==> src/rtl/alu_stage_if.sv <==
// Request/write-back bundle between issue logic, alu_stage and the register file.
interface alu_stage_if #(
    parameter int WORD_SIZE = 16,
    parameter int COUNT     = 32
);
    localparam int COUNT_BITS = $clog2(COUNT);
    localparam int SH_BITS    = $clog2(WORD_SIZE);

    logic                  start;
    logic [3:0]            op;
    logic [COUNT_BITS-1:0] dst;
    logic [SH_BITS-1:0]    shamt;
    logic [WORD_SIZE-1:0]  opnd_a;
    logic [WORD_SIZE-1:0]  opnd_b;
    logic                  busy;
    logic                  wb_en;
    logic [COUNT_BITS-1:0] wb_idx;
    logic [WORD_SIZE-1:0]  wb_data;
    logic                  flag_z;
    logic                  flag_n;
    logic                  flag_c;
    logic                  flag_v;
    logic                  err;

    modport master (
        output start, op, dst, shamt, opnd_a, opnd_b,
        input  busy, wb_en, wb_idx, wb_data, flag_z, flag_n, flag_c, flag_v, err
    );

    modport slave (
        input  start, op, dst, shamt, opnd_a, opnd_b,
        output busy, wb_en, wb_idx, wb_data, flag_z, flag_n, flag_c, flag_v, err
    );
endinterface

==> src/rtl/alu_stage.sv <==
// Execute stage: IDLE -> FETCH -> EXEC* -> WB, one-cycle register-file write-back, Z/N/C/V flags.
// Define ALU_MUL_EN to build the iterative shift-add multiplier for opcode 10.
module alu_stage #(
    parameter int WORD_SIZE = 16,
    parameter int COUNT     = 32
) (
    input  logic        clk,
    input  logic        rst,
    alu_stage_if.slave  bus
);
    localparam int COUNT_BITS = $clog2(COUNT);
    localparam int SH_BITS    = $clog2(WORD_SIZE);
    localparam int W          = WORD_SIZE;
    localparam int CB         = SH_BITS + 1;

    localparam logic [3:0] OP_ADD = 4'd0,  OP_ADC = 4'd1, OP_SUB = 4'd2, OP_AND = 4'd3,
                           OP_OR  = 4'd4,  OP_XOR = 4'd5, OP_CMP = 4'd6, OP_MOV = 4'd7,
                           OP_SHL = 4'd8,  OP_SHR = 4'd9, OP_MUL = 4'd10;

    typedef enum logic [1:0] {IDLE, FETCH, EXEC, WB} state_t;

    state_t                state;
    logic [3:0]            op_q;
    logic [COUNT_BITS-1:0] dst_q;
    logic [SH_BITS-1:0]    shamt_q;
    logic [CB-1:0]         cnt;
    logic [W-1:0]          sh_q;
    logic                  busy_q, wb_en_q, err_q;
    logic [COUNT_BITS-1:0] wb_idx_q;
    logic [W-1:0]          wb_data_q;
    logic                  fz, fn, fc, fv;

    logic [W-1:0] a, b;
    assign a = bus.opnd_a;
    assign b = bus.opnd_b;

    // Single-cycle result path, evaluated during FETCH against the live read ports.
    logic [W:0]   sum;
    logic [W-1:0] res;
    logic         res_c, res_v, wr, legal, multi;

    always_comb begin
        sum   = '0;
        res   = '0;
        res_c = 1'b0;
        res_v = 1'b0;
        wr    = 1'b1;
        legal = 1'b1;
        multi = 1'b0;
        case (op_q)
            OP_ADD, OP_ADC: begin
                sum   = {1'b0, a} + {1'b0, b} + {{W{1'b0}}, (op_q == OP_ADC) & fc};
                res   = sum[W-1:0];
                res_c = sum[W];
                res_v = (a[W-1] == b[W-1]) && (res[W-1] != a[W-1]);
            end
            OP_SUB, OP_CMP: begin
                sum   = {1'b0, a} + {1'b0, ~b} + {{W{1'b0}}, 1'b1};
                res   = sum[W-1:0];
                res_c = sum[W];
                res_v = (a[W-1] != b[W-1]) && (res[W-1] != a[W-1]);
                wr    = (op_q != OP_CMP);
            end
            OP_AND: res = a & b;
            OP_OR:  res = a | b;
            OP_XOR: res = a ^ b;
            OP_MOV: res = b;
            OP_SHL, OP_SHR: begin
                res   = a;
                multi = (shamt_q != '0);
            end
            OP_MUL: begin
`ifdef ALU_MUL_EN
                multi = 1'b1;
`else
                legal = 1'b0;
                wr    = 1'b0;
`endif
            end
            default: begin
                legal = 1'b0;
                wr    = 1'b0;
            end
        endcase
    end

    logic [W-1:0] sh_nxt;
    logic         sh_out;
    assign sh_nxt = (op_q == OP_SHL) ? {sh_q[W-2:0], 1'b0} : {1'b0, sh_q[W-1:1]};
    assign sh_out = (op_q == OP_SHL) ? sh_q[W-1] : sh_q[0];

    logic [W-1:0] fin_data;
    logic         fin_c;
`ifdef ALU_MUL_EN
    // Product register: high half accumulates, low half starts as B and shifts out the multiplier bits.
    logic [W-1:0]   mca_q;
    logic [2*W-1:0] prod_q, prod_nxt;
    logic [W:0]     psum;
    assign psum     = {1'b0, prod_q[2*W-1:W]} + {1'b0, prod_q[0] ? mca_q : {W{1'b0}}};
    assign prod_nxt = {psum, prod_q[W-1:1]};
    assign fin_data = (op_q == OP_MUL) ? prod_nxt[W-1:0] : sh_nxt;
    assign fin_c    = (op_q == OP_MUL) ? (|prod_nxt[2*W-1:W]) : sh_out;
`else
    assign fin_data = sh_nxt;
    assign fin_c    = sh_out;
`endif

    always_ff @(posedge clk or posedge rst) begin
        if (rst) begin
            state     <= IDLE;
            op_q      <= '0;
            dst_q     <= '0;
            shamt_q   <= '0;
            cnt       <= '0;
            sh_q      <= '0;
            busy_q    <= 1'b0;
            wb_en_q   <= 1'b0;
            err_q     <= 1'b0;
            wb_idx_q  <= '0;
            wb_data_q <= '0;
            fz        <= 1'b0;
            fn        <= 1'b0;
            fc        <= 1'b0;
            fv        <= 1'b0;
`ifdef ALU_MUL_EN
            mca_q     <= '0;
            prod_q    <= '0;
`endif
        end else begin
            case (state)
                IDLE: if (bus.start) begin
                    op_q    <= bus.op;
                    dst_q   <= bus.dst;
                    shamt_q <= bus.shamt;
                    busy_q  <= 1'b1;
                    state   <= FETCH;
                end
                FETCH: begin
                    if (!legal) begin
                        err_q <= 1'b1;
                        state <= WB;
                    end else if (multi) begin
                        state <= EXEC;
                        sh_q  <= a;
                        cnt   <= CB'(shamt_q);
`ifdef ALU_MUL_EN
                        if (op_q == OP_MUL) begin
                            cnt    <= CB'(W);
                            mca_q  <= a;
                            prod_q <= {{W{1'b0}}, b};
                        end
`endif
                    end else begin
                        state   <= WB;
                        wb_en_q <= wr;
                        if (wr) begin
                            wb_idx_q  <= dst_q;
                            wb_data_q <= res;
                        end
                        fz <= (res == '0);
                        fn <= res[W-1];
                        fc <= res_c;
                        fv <= res_v;
                    end
                end
                EXEC: begin
                    cnt  <= cnt - 1'b1;
                    sh_q <= sh_nxt;
`ifdef ALU_MUL_EN
                    prod_q <= prod_nxt;
`endif
                    if (cnt == CB'(1)) begin
                        state     <= WB;
                        wb_en_q   <= 1'b1;
                        wb_idx_q  <= dst_q;
                        wb_data_q <= fin_data;
                        fz        <= (fin_data == '0);
                        fn        <= fin_data[W-1];
                        fc        <= fin_c;
                        fv        <= 1'b0;
                    end
                end
                WB: begin
                    wb_en_q <= 1'b0;
                    err_q   <= 1'b0;
                    busy_q  <= 1'b0;
                    state   <= IDLE;
                end
                default: state <= IDLE;
            endcase
        end
    end

    assign bus.busy    = busy_q;
    assign bus.wb_en   = wb_en_q;
    assign bus.err     = err_q;
    assign bus.wb_idx  = wb_idx_q;
    assign bus.wb_data = wb_data_q;
    assign bus.flag_z  = fz;
    assign bus.flag_n  = fn;
    assign bus.flag_c  = fc;
    assign bus.flag_v  = fv;
endmodule
==> src/flat_wrapper.sv <==
// flat-port wrapper written by rule: the top's interface ports become plain ports
module alu_stage_flat 
#(
    parameter int WORD_SIZE = 16,
    parameter int COUNT     = 32
)
  (clk, rst, bus_start, bus_op, bus_dst, bus_shamt, bus_opnd_a, bus_opnd_b, bus_busy, bus_wb_en, bus_wb_idx, bus_wb_data, bus_flag_z, bus_flag_n, bus_flag_c, bus_flag_v, bus_err);
  alu_stage_if #(.WORD_SIZE(WORD_SIZE), .COUNT(COUNT)) bus_i ();
  input  logic clk;
  input  logic rst;
  input wire logic [$bits(bus_i.start)-1:0] bus_start;
  input wire logic [$bits(bus_i.op)-1:0] bus_op;
  input wire logic [$bits(bus_i.dst)-1:0] bus_dst;
  input wire logic [$bits(bus_i.shamt)-1:0] bus_shamt;
  input wire logic [$bits(bus_i.opnd_a)-1:0] bus_opnd_a;
  input wire logic [$bits(bus_i.opnd_b)-1:0] bus_opnd_b;
  output wire logic [$bits(bus_i.busy)-1:0] bus_busy;
  output wire logic [$bits(bus_i.wb_en)-1:0] bus_wb_en;
  output wire logic [$bits(bus_i.wb_idx)-1:0] bus_wb_idx;
  output wire logic [$bits(bus_i.wb_data)-1:0] bus_wb_data;
  output wire logic [$bits(bus_i.flag_z)-1:0] bus_flag_z;
  output wire logic [$bits(bus_i.flag_n)-1:0] bus_flag_n;
  output wire logic [$bits(bus_i.flag_c)-1:0] bus_flag_c;
  output wire logic [$bits(bus_i.flag_v)-1:0] bus_flag_v;
  output wire logic [$bits(bus_i.err)-1:0] bus_err;
  assign bus_i.start = bus_start;
  assign bus_i.op = bus_op;
  assign bus_i.dst = bus_dst;
  assign bus_i.shamt = bus_shamt;
  assign bus_i.opnd_a = bus_opnd_a;
  assign bus_i.opnd_b = bus_opnd_b;
  assign bus_busy = bus_i.busy;
  assign bus_wb_en = bus_i.wb_en;
  assign bus_wb_idx = bus_i.wb_idx;
  assign bus_wb_data = bus_i.wb_data;
  assign bus_flag_z = bus_i.flag_z;
  assign bus_flag_n = bus_i.flag_n;
  assign bus_flag_c = bus_i.flag_c;
  assign bus_flag_v = bus_i.flag_v;
  assign bus_err = bus_i.err;
  alu_stage #(.WORD_SIZE(WORD_SIZE), .COUNT(COUNT)) u_core (.clk(clk), .rst(rst), .bus(bus_i));
endmodule
==> config.mk <==
export PLATFORM = sky130hd
export DESIGN_NAME = alu_stage_flat
export DESIGN_NICKNAME = d
export VERILOG_FILES = /design/src/rtl/alu_stage_if.sv /design/src/rtl/alu_stage.sv /design/src/flat_wrapper.sv
export SDC_FILE = /design/constraint.sdc
export NUM_CORES = 1
export LEC_CHECK = 0
export CAP_MARGIN = 20
export CORE_UTILIZATION = 62
export CTS_BUF_LIST = sky130_fd_sc_hd__clkbuf_16
export CTS_CLUSTER_DIAMETER = 40
export DETAILED_ROUTE_END_ITERATION = 8
export PLACE_DENSITY = 0.87
export SLEW_MARGIN = 15
export SYNTH_ARGS = -nofsm -noshare
export SYNTH_HDL_FRONTEND = slang
export SYNTH_SLANG_ARGS = --single-unit
==> constraint.sdc <==
create_clock -name clk -period 10.5 [get_ports clk]
set_input_delay 2.1 -clock clk [delete_from_list [all_inputs] [get_ports clk]]
set_output_delay 2.1 -clock clk [all_outputs]
set_load 0.03 [all_outputs]
==> results of run 1 <==
==> area by class of cell <==
cell class	instances	area (um2)	share of cell area
clock buffers	9	225	0.0321
clock inverters	7	46.3	0.00659
inverters	56	210	0.0299
flip-flops and latches	64	1600	0.228
well taps	129	161	0.0230
multi-input cells	584	3930	0.559
repair buffers	87	848	0.121
==> cell families after synthesis <==
logic type | Yosys count
compound gates | 252
simple gates | 248
buf+inv | 105
flops | 64
fa+ha+maj | 57
mux | 22
xor+xnor | 5
==> flip-flops by register name (all words and copies together), names as in the netlist, 2 cells and up <==
name	cells
u_core.bus.wb_data	16
u_core.sh_q	16
u_core.bus.wb_idx	5
u_core.cnt	5
u_core.dst_q	5
u_core.op_q	4
u_core.shamt_q	4
u_core.state	2
==> worst max-delay path by stage <==
stage / from / to / slack, ps / depth (start not counted)
after CTS: bus_opnd_b[0] / u_core.bus.flag_z / 4520 / 12
after global placement: bus_opnd_b[0] / u_core.bus.flag_z / 4310 / 12
after global routing: bus_opnd_b[0] / u_core.bus.flag_z / 4260 / 12
after detailed placement: bus_opnd_b[0] / u_core.bus.flag_z / 4270 / 13
after floorplan: bus_opnd_b[0] / u_core.bus.flag_z / 5200 / 12
final: bus_opnd_a[0] / u_core.bus.flag_z / 4440 / 12
==> stage by stage <==
stage / instance area (um2) / std cells / power, mW / hold WS [ps]
after floorplan: 5950 / 753 / 1.34 / 473
after global placement: 6730 / 918 / 1.67 / 465
after detailed placement: 6730 / 918 / 1.74 / 471
after CTS: 7000 / 934 / 2.03 / 483
after global routing: 7020 / 936 / 2.20 / 510
final: 7020 / 936 / 2.08 / 485
==> routing by layer <==
layer / vias up / routed length [um] / global-route usage
met1: 2941 / 7260 / 0.488
met4: 0 / 1030 / 0.202
li1: 2827 / - / -
met5: - / 0 / 0
met2: 464 / 9490 / 0.688
met3: 95 / 1980 / 0.0857
==> Yosys cell counts, types with 7 or more instances <==
cell	number	area, um2
nand2_1	99	372
dfrtp_1	64	1600
a21o_1	9	67.6
a221oi_1	9	78.8
a31oi_1	10	62.6
nor2b_1	7	43.8
nor3_1	19	95.1
nand2b_1	10	62.6
o21ai_0	85	425
a211oi_1	7	52.6
nor4_1	8	50.1
a21oi_1	46	230
clkbuf_1	30	113
inv_1	56	210
o31ai_1	10	75.1
nand3_1	23	115
nor2_1	40	150
buf_2	12	60.1
ha_1	54	676
mux2_2	21	236
==> tightest hold or removal path: cells and delay by family, from the launching register on <==
kind	cells	cell delay [ps]
flip-flops	1	340
AO/OA/AOI/OAI	1	60
AND/OR/NAND/NOR	1	50
==> power groups by stage <==
stage | Sequential (mW) | Clock (mW) | Combinational [mW]
floorplan | 0.552 | 0 | 0.788
global placement | 0.482 | 0 | 1.19
detailed placement | 0.494 | 0 | 1.24
CTS | 0.493 | 0.274 | 1.26
global route | 0.511 | 0.283 | 1.40
finish | 0.500 | 0.274 | 1.30
==> metrics.md, run 1 <==
| Metric | Value |
|---|---|
| Total congestion overflow | `0` |
| CP arrival | `6290 ps` |
| Comb pwr share | `0.628` |
| Warnings, synthesis | `0` |
| DP HPWL | `about 14 mm` |
| H-tree levels | `3` |
| DRC errors left | `0` |
| Vias in the first global route | `6,127` |
| First-pass GRT wire length | `about 31 mm` |
| Starting Density | `0.640` |
| Clk root buf | `clkbuf_16` |
| Clock buffer count from CTS | `9` |
| Longest Clk Path Bufs | `2` |
| Sw frac | `0.505` |
| Core Rows | `35` |
| Antenna diodes | `0` |
| Mux share of post-synthesis cell area | `0.0415` |
| Crit start category | `input port` |
| Crit path buf inv count | `2` |
| Maximum clock frequency | `approximately 0.17 GHz` |
| Top delay family on crit path | `simple AND/OR/NAND/NOR gates` |
| Clk slew on worst S/H paths | `60 ps` |
| Most frequent cells in the layout | `nand2_1 (99), o21ai_0 (85), clkdlybuf4s50_1 (75)` |
| Clock sinks | `64` |
| P_int | `between 1 and 1.5 mW` |
| Routed vias/inst | `a little under 7` |
| Seq pwr share | `0.241` |
| Synth Cell Area | `5950 um2` |
| NetSw | `approximately 1.0 mW` |
| FF-to-FF End | `u_core.bus.flag_z` |
| Layout area overhead | `18.1%` |
| Setup Skew | `about 5.6 ps` |
| Pins over their slew limit | `0` |
| Peak supply drop | `~360 uV` |
| Share of cells above drive strength 1 | `0.0818` |
| Die area | `about 10000 um2` |
| Largest net degree at the start of global routing | `65` |
| Via count | `6,327` |
| Final min period | `just over 6000 ps` |
| Hold crit path type | `flop to flop` |
| Nets | `between 900 and 1,000` |
| Largest stage delay on the critical path | `between 500 and 600 ps` |
| Final period utilization | `0.577` |
| Core area | `around 9300 um2` |
| Syn nets | `around 860` |
| Post-synthesis cell type count | `between 70 and 80` |
| Critical-path cell list | `clkdlybuf4s50_1 > inv_1 > fa_1 > fa_1 > nand2b_1 > a21oi_1 > nor3_1 > nor4_1 > or4b_1 > or4_1 > or4_1 > o31ai_2` |
| Main combinational cell family by area after synthesis | `compound AO/OA/AOI/OAI gates` |
| Worst skew pair latency | `around 330 ps` |
| Post-DRT Antenna Nets | `0` |
| Final setup fails | `0` |
| Most common cell after layout, fill and taps aside | `nand2_1` |
| CP max-delay cell | `nor4_1` |
| Synth Instances | `between 700 and 800` |
| WHS Path Cells | `2` |
| Reg2reg path depth | `12` |
| Clock Power Share | `0.132` |
| Critical path class | `input port to flop` |
| Post-Synth XOR/XNOR Area | `0.00737` |
| Reg2reg start | `u_core.op_q[2]` |
| Height of the chip | `about 100 um` |
| Max-Cap Viols | `0` |
| Sequential element share of the synthesized area | `0.269` |
| Final wirelength | `around 20 mm` |
| Hold EP | `u_core.bus.wb_data[3]` |
| Post-Place Worst Slack | `4270 ps` |
| Initial antenna violation count | `0` |
| Slew @ Worst Pin | `around 810 ps` |
| Routed WL per cell | `around 21 um` |
| Initial DRC Count | `600` |
| RD Place Congestion | `roughly 0.95` |
| Number of synthesized flops with an enable pin | `0` |
| Leak | `about 3.1 nW` |
| HP Start | `u_core.bus.wb_data[3]` |
| Critical path peak fanout | `4` |
| Fraction of registers with async set/reset | `1.00` |
| Fillers | `659` |
| Post-synth top flop | `dfrtp_1` |
| # resized after CTS | `0` |
| Final core utilization | `0.756` |
| RSZ-0062 raised after global routing | `no` |
| Reg-to-reg setup timing slack | `around 5500 ps` |
| Power per cell area | `roughly 300 nW/um2` |
| Setup TNS | `0 ps` |
| Synth Area in Compound Gates | `0.281` |
| Mean area per synthesized cell | `roughly 8 um2` |
| Final-report hold violation count | `0` |
| DR pass1 iterations | `6` |
| Final WS setup | `between 4000 and 5000 ps` |
| Postcts setup bufs | `0` |
| CTS tree | `done` |
| Crit path required time | `10,740 ps` |
| Simple-Gate Fraction of Synth Area | `0.205` |
| Slew margin rel. | `0.463` |
| Adder-cell share of the synthesized area | `0.124` |
| Hold Buf Count CTS | `0` |
| Die W | `99.9 um` |
| IO Pins | `76` |
| Global Route Usage Sum | `0.406` |
| Status | `finished clean` |
| Number of synthesized register bits | `64` |
| CP endpoint kind | `flop` |
| PortBufs | `75` |
Power figures use the tool's default switching activity.
==> run 2, diff against run 1 <==
--- a/config.mk
+++ b/config.mk
@@ -6,11 +6,11 @@
 export NUM_CORES = 1
 export LEC_CHECK = 0
 export CAP_MARGIN = 20
-export CORE_UTILIZATION = 62
+export CORE_UTILIZATION = 52
 export CTS_BUF_LIST = sky130_fd_sc_hd__clkbuf_16
 export CTS_CLUSTER_DIAMETER = 40
 export DETAILED_ROUTE_END_ITERATION = 8
-export PLACE_DENSITY = 0.87
+export PLACE_DENSITY = 0.78
 export SLEW_MARGIN = 15
 export SYNTH_ARGS = -nofsm -noshare
 export SYNTH_HDL_FRONTEND = slang
==> constraint.sdc (replaced) <==
create_clock -name clk -period 5.1 [get_ports clk]
set_input_delay 1.02 -clock clk [delete_from_list [all_inputs] [get_ports clk]]
set_output_delay 1.02 -clock clk [all_outputs]
set_load 0.03 [all_outputs]
==> run 2 against run 1 <==
Against the previous run:
- sequential share of layout area down 0.52 points
- via count down 3.3%
- core utilization down 10 points
- final cell count up 3.1%
- clock skew up 0.69 ps
==> metrics.md, run 2 (synthesized netlist as in run 1, its figures left out) <==
| Metric | Value |
|---|---|
| Status | `finished clean` |
| Hold Buf Count CTS | `0` |
| RSZ-0062 raised after global routing | `no` |
| H-tree levels | `3` |
| Peak supply drop | `approximately 560 uV` |
| Starting Density | `0.541` |
| Layout area overhead | `20.8%` |
| Most frequent cells in the layout | `nand2_1 (99), o21ai_0 (85), clkdlybuf4s50_1 (75)` |
| Final period utilization | `0.932` |
| Final setup fails | `0` |
| Largest net degree at the start of global routing | `65` |
| Max-Cap Viols | `0` |
| Worst skew pair latency | `330 ps` |
| Initial DRC Count | `around 540` |
| Longest Clk Path Bufs | `2` |
| Leak | `around 3.2 nW` |
| CP arrival | `about 5000 ps` |
| DP HPWL | `about 14 mm` |
| Final wirelength | `around 19 mm` |
| PortBufs | `75` |
| Power per cell area | `around 600 nW/um2` |
| Antenna diodes | `0` |
| Core Rows | `38` |
| Height of the chip | `109 um` |
| CTS tree | `done` |
| Clk slew on worst S/H paths | `roughly 50 ps` |
| # resized after CTS | `0` |
| Nets | `925` |
| DR pass1 iterations | `7` |
| Maximum clock frequency | `approximately 0.21 GHz` |
| RD Place Congestion | `~0.95` |
| Crit path required time | `about 5400 ps` |
| Critical path class | `input port to flop` |
| Post-DRT Antenna Nets | `0` |
| Initial antenna violation count | `0` |
| Via count | `about 6,000` |
| Setup Skew | `roughly 6.3 ps` |
| IO Pins | `76` |
| Slew @ Worst Pin | `around 1000 ps` |
| Final min period | `about 4800 ps` |
| Vias in the first global route | `roughly 5,700` |
| Clock sinks | `64` |
| Die area | `11,900 um2` |
| Clock buffer count from CTS | `9` |
| Final-report hold violation count | `0` |
| Non-Filler Instances | `between 900 and 1,000` |
| DRC errors left | `0` |
| Crit start category | `input port` |
| Slew margin rel. | `0.327` |
| Most common cell after layout, fill and taps aside | `nand2_1` |
| Share of cells above drive strength 1 | `0.0994` |
| Routed WL per cell | `just under 20 um` |
| Routed vias/inst | `6.34` |
| Core area | `around 11,000 um2` |
| Postcts setup bufs | `0` |
| DP Cell Count | `between 900 and 1,000` |
| CP endpoint kind | `flop` |
| WHS | `477 ps` |
| Die W | `approximately 110 um` |
| Critical path peak fanout | `3` |
| Pins over their slew limit | `0` |
| Global Route Usage Sum | `0.329` |
| Clk root buf | `clkbuf_16` |
| Setup TNS | `0 ps` |
| Hold crit path type | `flop to flop` |
| Total congestion overflow | `0` |
| First-pass GRT wire length | `between 20 and 30 mm` |
run 2: cell count changes in the layout (fill, tap and decap cells not counted), moves of 2 or more:
cell        change
clkinvlp_4      -2
inv_1           +2
inv_6           -2
buf_4          +19
run 2: layout make-up:
class,count,area [um2]
Clock buffer,9,225
Inverter,56,210
Timing Repair Buffer,105,983
Sequential cell,64,1600
Clock inverter,7,55.1
Fill cell,941,3800
Multi-Input combinational cell,584,3930
Tap cell,140,175
run 2: power breakdown:
group,internal [mW],leakage [nW],switching [mW]
combinational,1.05,2.24,1.66
clock,0.369,0.147,0.213
sequential,0.780,0.782,0.213
total,2.19,3.17,2.08
run 2: path summary, 6_finish.rpt:
kind | startpoint | to | slack, ps | depth (start not counted)
max in group asynchronous | rst | u_core.shamt_q[1] | 3290 | 3
min reg2reg | u_core.bus.wb_data[4] | u_core.bus.wb_data[4] | 480 | 1
min in group asynchronous | rst | u_core.bus.wb_data[10] | 1250 | 3
min | u_core.bus.wb_data[4] | u_core.bus.wb_data[4] | 480 | 1
max reg2reg | u_core.op_q[2] | u_core.bus.flag_z | 710 | 13
max | bus_opnd_b[0] | u_core.bus.flag_z | 340 | 13
run 2: critical path, stage by stage:
cell,delay (ps)
clkdlybuf4s50_1,480
inv_1,80
fa_1,460
fa_1,390
nand2b_1,190
a21oi_1,150
nor3_1,60
nor4_1,430
buf_4,190
or4b_1,470
or4_1,400
or4_1,520
o31ai_2,170
run 2: routing by layer:
| layer | part of all wire | global-route usage |
|---|---|---|
| met1 | 0.42 | 0.432 |
| met2 | 0.46 | 0.525 |
| met3 | 0.075 | 0.0568 |
| met4 | 0.043 | 0.155 |
| met5 | 0 | 0 |
run 2: through the flow:
stage          total power [mW]  worst slack, ps  area [um2]   util
4_1_cts                    4.22              343        7170  0.653
6_report                   4.27              344        7180  0.654
2_1_floorplan              2.76              880        5950      -
3_5_place_dp               3.62             22.4        6890  0.627
5_1_grt                    4.57              177        7180  0.654
3_3_place_gp               3.54             12.6        6890  0.627
==> run 3, diff against run 2 <==
--- a/config.mk
+++ b/config.mk
@@ -6,11 +6,10 @@
 export NUM_CORES = 1
 export LEC_CHECK = 0
 export CAP_MARGIN = 20
-export CORE_UTILIZATION = 52
+export CORE_UTILIZATION = 57
 export CTS_BUF_LIST = sky130_fd_sc_hd__clkbuf_16
-export CTS_CLUSTER_DIAMETER = 40
 export DETAILED_ROUTE_END_ITERATION = 8
-export PLACE_DENSITY = 0.78
+export PLACE_DENSITY = 0.81
 export SLEW_MARGIN = 15
 export SYNTH_ARGS = -nofsm -noshare
 export SYNTH_HDL_FRONTEND = slang
==> constraint.sdc (replaced) <==
create_clock -name clk -period 5.03 [get_ports clk]
set_input_delay 1.006 -clock clk [delete_from_list [all_inputs] [get_ports clk]]
set_output_delay 1.006 -clock clk [all_outputs]
set_load 0.03 [all_outputs]
==> run 3 against run 2 <==
Against the previous run:
- wire length rose by 0.69%
- power rose by 2.0%
- flip-flop and latch count did not move
- clock skew rose by 1.1 ps
- final area fell by 0.30%
- worst hold slack improved by 4.5 ps
- combinational power barely moved
- sequential power barely moved
- final cell count fell by 1.1%
- clock power rose by 8.8%
- non-clock buffer count fell by 4
- worst setup slack got worse by 180 ps
- critical path type unchanged
==> metrics.md, run 3 (synthesized netlist as in run 1, its figures left out) <==
| Metric | Value |
|---|---|
| FF-to-FF End | `u_core.bus.flag_z` |
| Postcts setup bufs | `0` |
| Initial DRC Count | `roughly 620` |
| CTS tree | `done` |
| # resized after CTS | `0` |
| First-pass GRT wire length | `about 30 mm` |
| Via count | `a little over 6,000` |
| Reg2reg start | `u_core.op_q[2]` |
| Fin area | `approximately 7000 um2` |
| RSZ-0062 raised after global routing | `no` |
| Clk slew on worst S/H paths | `60 ps` |
| Share of cells above drive strength 1 | `0.101` |
| Critical path peak fanout | `3` |
| WHS Path Cells | `2` |
| Top delay family on crit path | `simple AND/OR/NAND/NOR gates` |
| Met1 Track Usage GR | `0.461` |
| Final min period | `around 4900 ps` |
| CP arrival | `roughly 5100 ps` |
| Global Route met2 Usage | `0.586` |
| Peak supply drop | `roughly 550 uV` |
| Starting Density | `0.597` |
| Die area | `~11,000 um2` |
| Total chip power | `about 4.4 mW` |
| Core Rows | `36` |
| Post-DP Area | `between 6000 and 7000 um2` |
| Height of the chip | `104 um` |
| Hold Buf Count CTS | `0` |
| Initial antenna violation count | `0` |
| Critical path class | `input port to flop` |
| Pins over their slew limit | `0` |
| PortBufs | `75` |
| WP depth | `13` |
| Global Route Usage Sum | `0.354` |
| Crit start category | `input port` |
| Final setup fails | `0` |
| Slew @ Worst Pin | `847 ps` |
| Grt peak-use layer | `met2` |
| Nets | `just over 900` |
| Total congestion overflow | `0` |
| DRC errors left | `0` |
| Most frequent cells in the layout | `nand2_1 (98), o21ai_0 (85), clkdlybuf4s50_1 (75)` |
| Vias in the first global route | `between 5,000 and 6,000` |
| Core area | `9950 um2` |
| DP HPWL | `~14 mm` |
| IO Pins | `76` |
| Status | `finished clean` |
| DR pass1 iterations | `5` |
| Power per cell area | `about 610 nW/um2` |
| Routed WL per cell | `slightly above 20 um` |
| Leak | `3.15 nW` |
| Setup Skew | `around 7.4 ps` |
| Worst skew pair latency | `330 ps` |
| Crit path required time | `about 5300 ps` |
| H-tree levels | `3` |
| Layout area overhead | `20.5%` |
| Clk root buf | `clkbuf_16` |
| CP endpoint kind | `flop` |
| Largest stage delay on the critical path | `560 ps` |
| Worst setup path end | `u_core.bus.flag_z` |
| Die W | `104 um` |
| Longest Clk Path Bufs | `2` |
| Routed vias/inst | `around 6.5` |
| RD Place Congestion | `0.937` |
| Slew margin rel. | `0.434` |
| Max-Cap Viols | `0` |
| Final period utilization | `0.968` |
| WHS | `between 400 and 500 ps` |
| CP max-delay cell | `or4_1` |
| Met3 global-route usage | `0.0432` |
| Reg-to-reg setup timing slack | `~560 ps` |
| Clock buffer count from CTS | `9` |
| Most common cell after layout, fill and taps aside | `nand2_1` |
| Post-DRT Antenna Nets | `0` |
| Hold crit path type | `flop to flop` |
| Critical-path cell list | `clkdlybuf4s50_1 > inv_1 > fa_1 > fa_1 > nand2b_1 > a21oi_1 > nor3_1 > nor4_1 > buf_4 > or4b_1 > or4_1 > or4_1 > o31ai_2` |
| Crit. Startpoint | `bus_opnd_b[0]` |
| Largest net degree at the start of global routing | `54` |
| Final wirelength | `between 15 and 20 mm` |
| Maximum clock frequency | `0.205 GHz` |
| Antenna diodes | `0` |
| Final-report hold violation count | `0` |
| Crit path buf inv count | `3` |
| Clock sinks | `64` |
| Reg2reg path depth | `13` |
run 3: routing by layer:
| layer | share of wire | vias up |
|---|---|---|
| met5 | 0 | - |
| met4 | 0.049 | 0 |
| met3 | 0.088 | 79 |
| met2 | 0.47 | 359 |
| met1 | 0.40 | 2893 |
| li1 | - | 2853 |
run 3: power by group:
group / leakage [nW] / switching (mW) / internal, mW / total, mW
clock network: 0.147 / 0.244 / 0.388 / 0.633
registers: 0.782 / 0.204 / 0.790 / 0.994
logic: 2.22 / 1.70 / 1.04 / 2.73
run 3: worst register-to-register path, stage by stage, from the launching register on:
cell      delay (ps)
dfrtp_1          390
nor2_2           300
nand4b_1         190
fa_1             430
fa_1             430
nand2b_1         200
a21oi_1          150
nor3_1            70
nor4_1           360
buf_4            180
or4b_1           470
or4_1            440
or4_1            560
o31ai_2          220
run 3: cell type report:
cell class | instances | area [um2]
clock inverters | 7 | 77.6
clock buffers | 9 | 225
well taps | 133 | 166
repair buffers | 101 | 946
multi-input cells | 584 | 3940
flip-flops and latches | 64 | 1600
inverters | 56 | 210
fillers | 775 | 2790
run 3: how the worst min path moves through the flow:
stage / slack, ps / from / endpoint
floorplan: 470 / u_core.cnt[1] / u_core.cnt[1]
global placement: 470 / u_core.bus.wb_data[1] / u_core.bus.wb_data[1]
detailed placement: 470 / u_core.bus.wb_data[3] / u_core.bus.wb_data[3]
CTS: 490 / u_core.bus.wb_data[3] / u_core.bus.wb_data[3]
global route: 520 / u_core.bus.wb_data[3] / u_core.bus.wb_data[3]
finish: 480 / u_core.bus.wb_data[3] / u_core.bus.wb_data[3]
run 3: per-stage QoR:
stage          setup WS (ps)   util  instances  setup TNS, ps
2_1_floorplan            824      -        753              0
3_3_place_gp            62.5  0.689        938              0
3_5_place_dp           -4.36  0.689        938          -4.36
4_1_cts                  249  0.719        954              0
5_1_grt                 75.1  0.719        954              0
6_report                 163  0.719        954              0
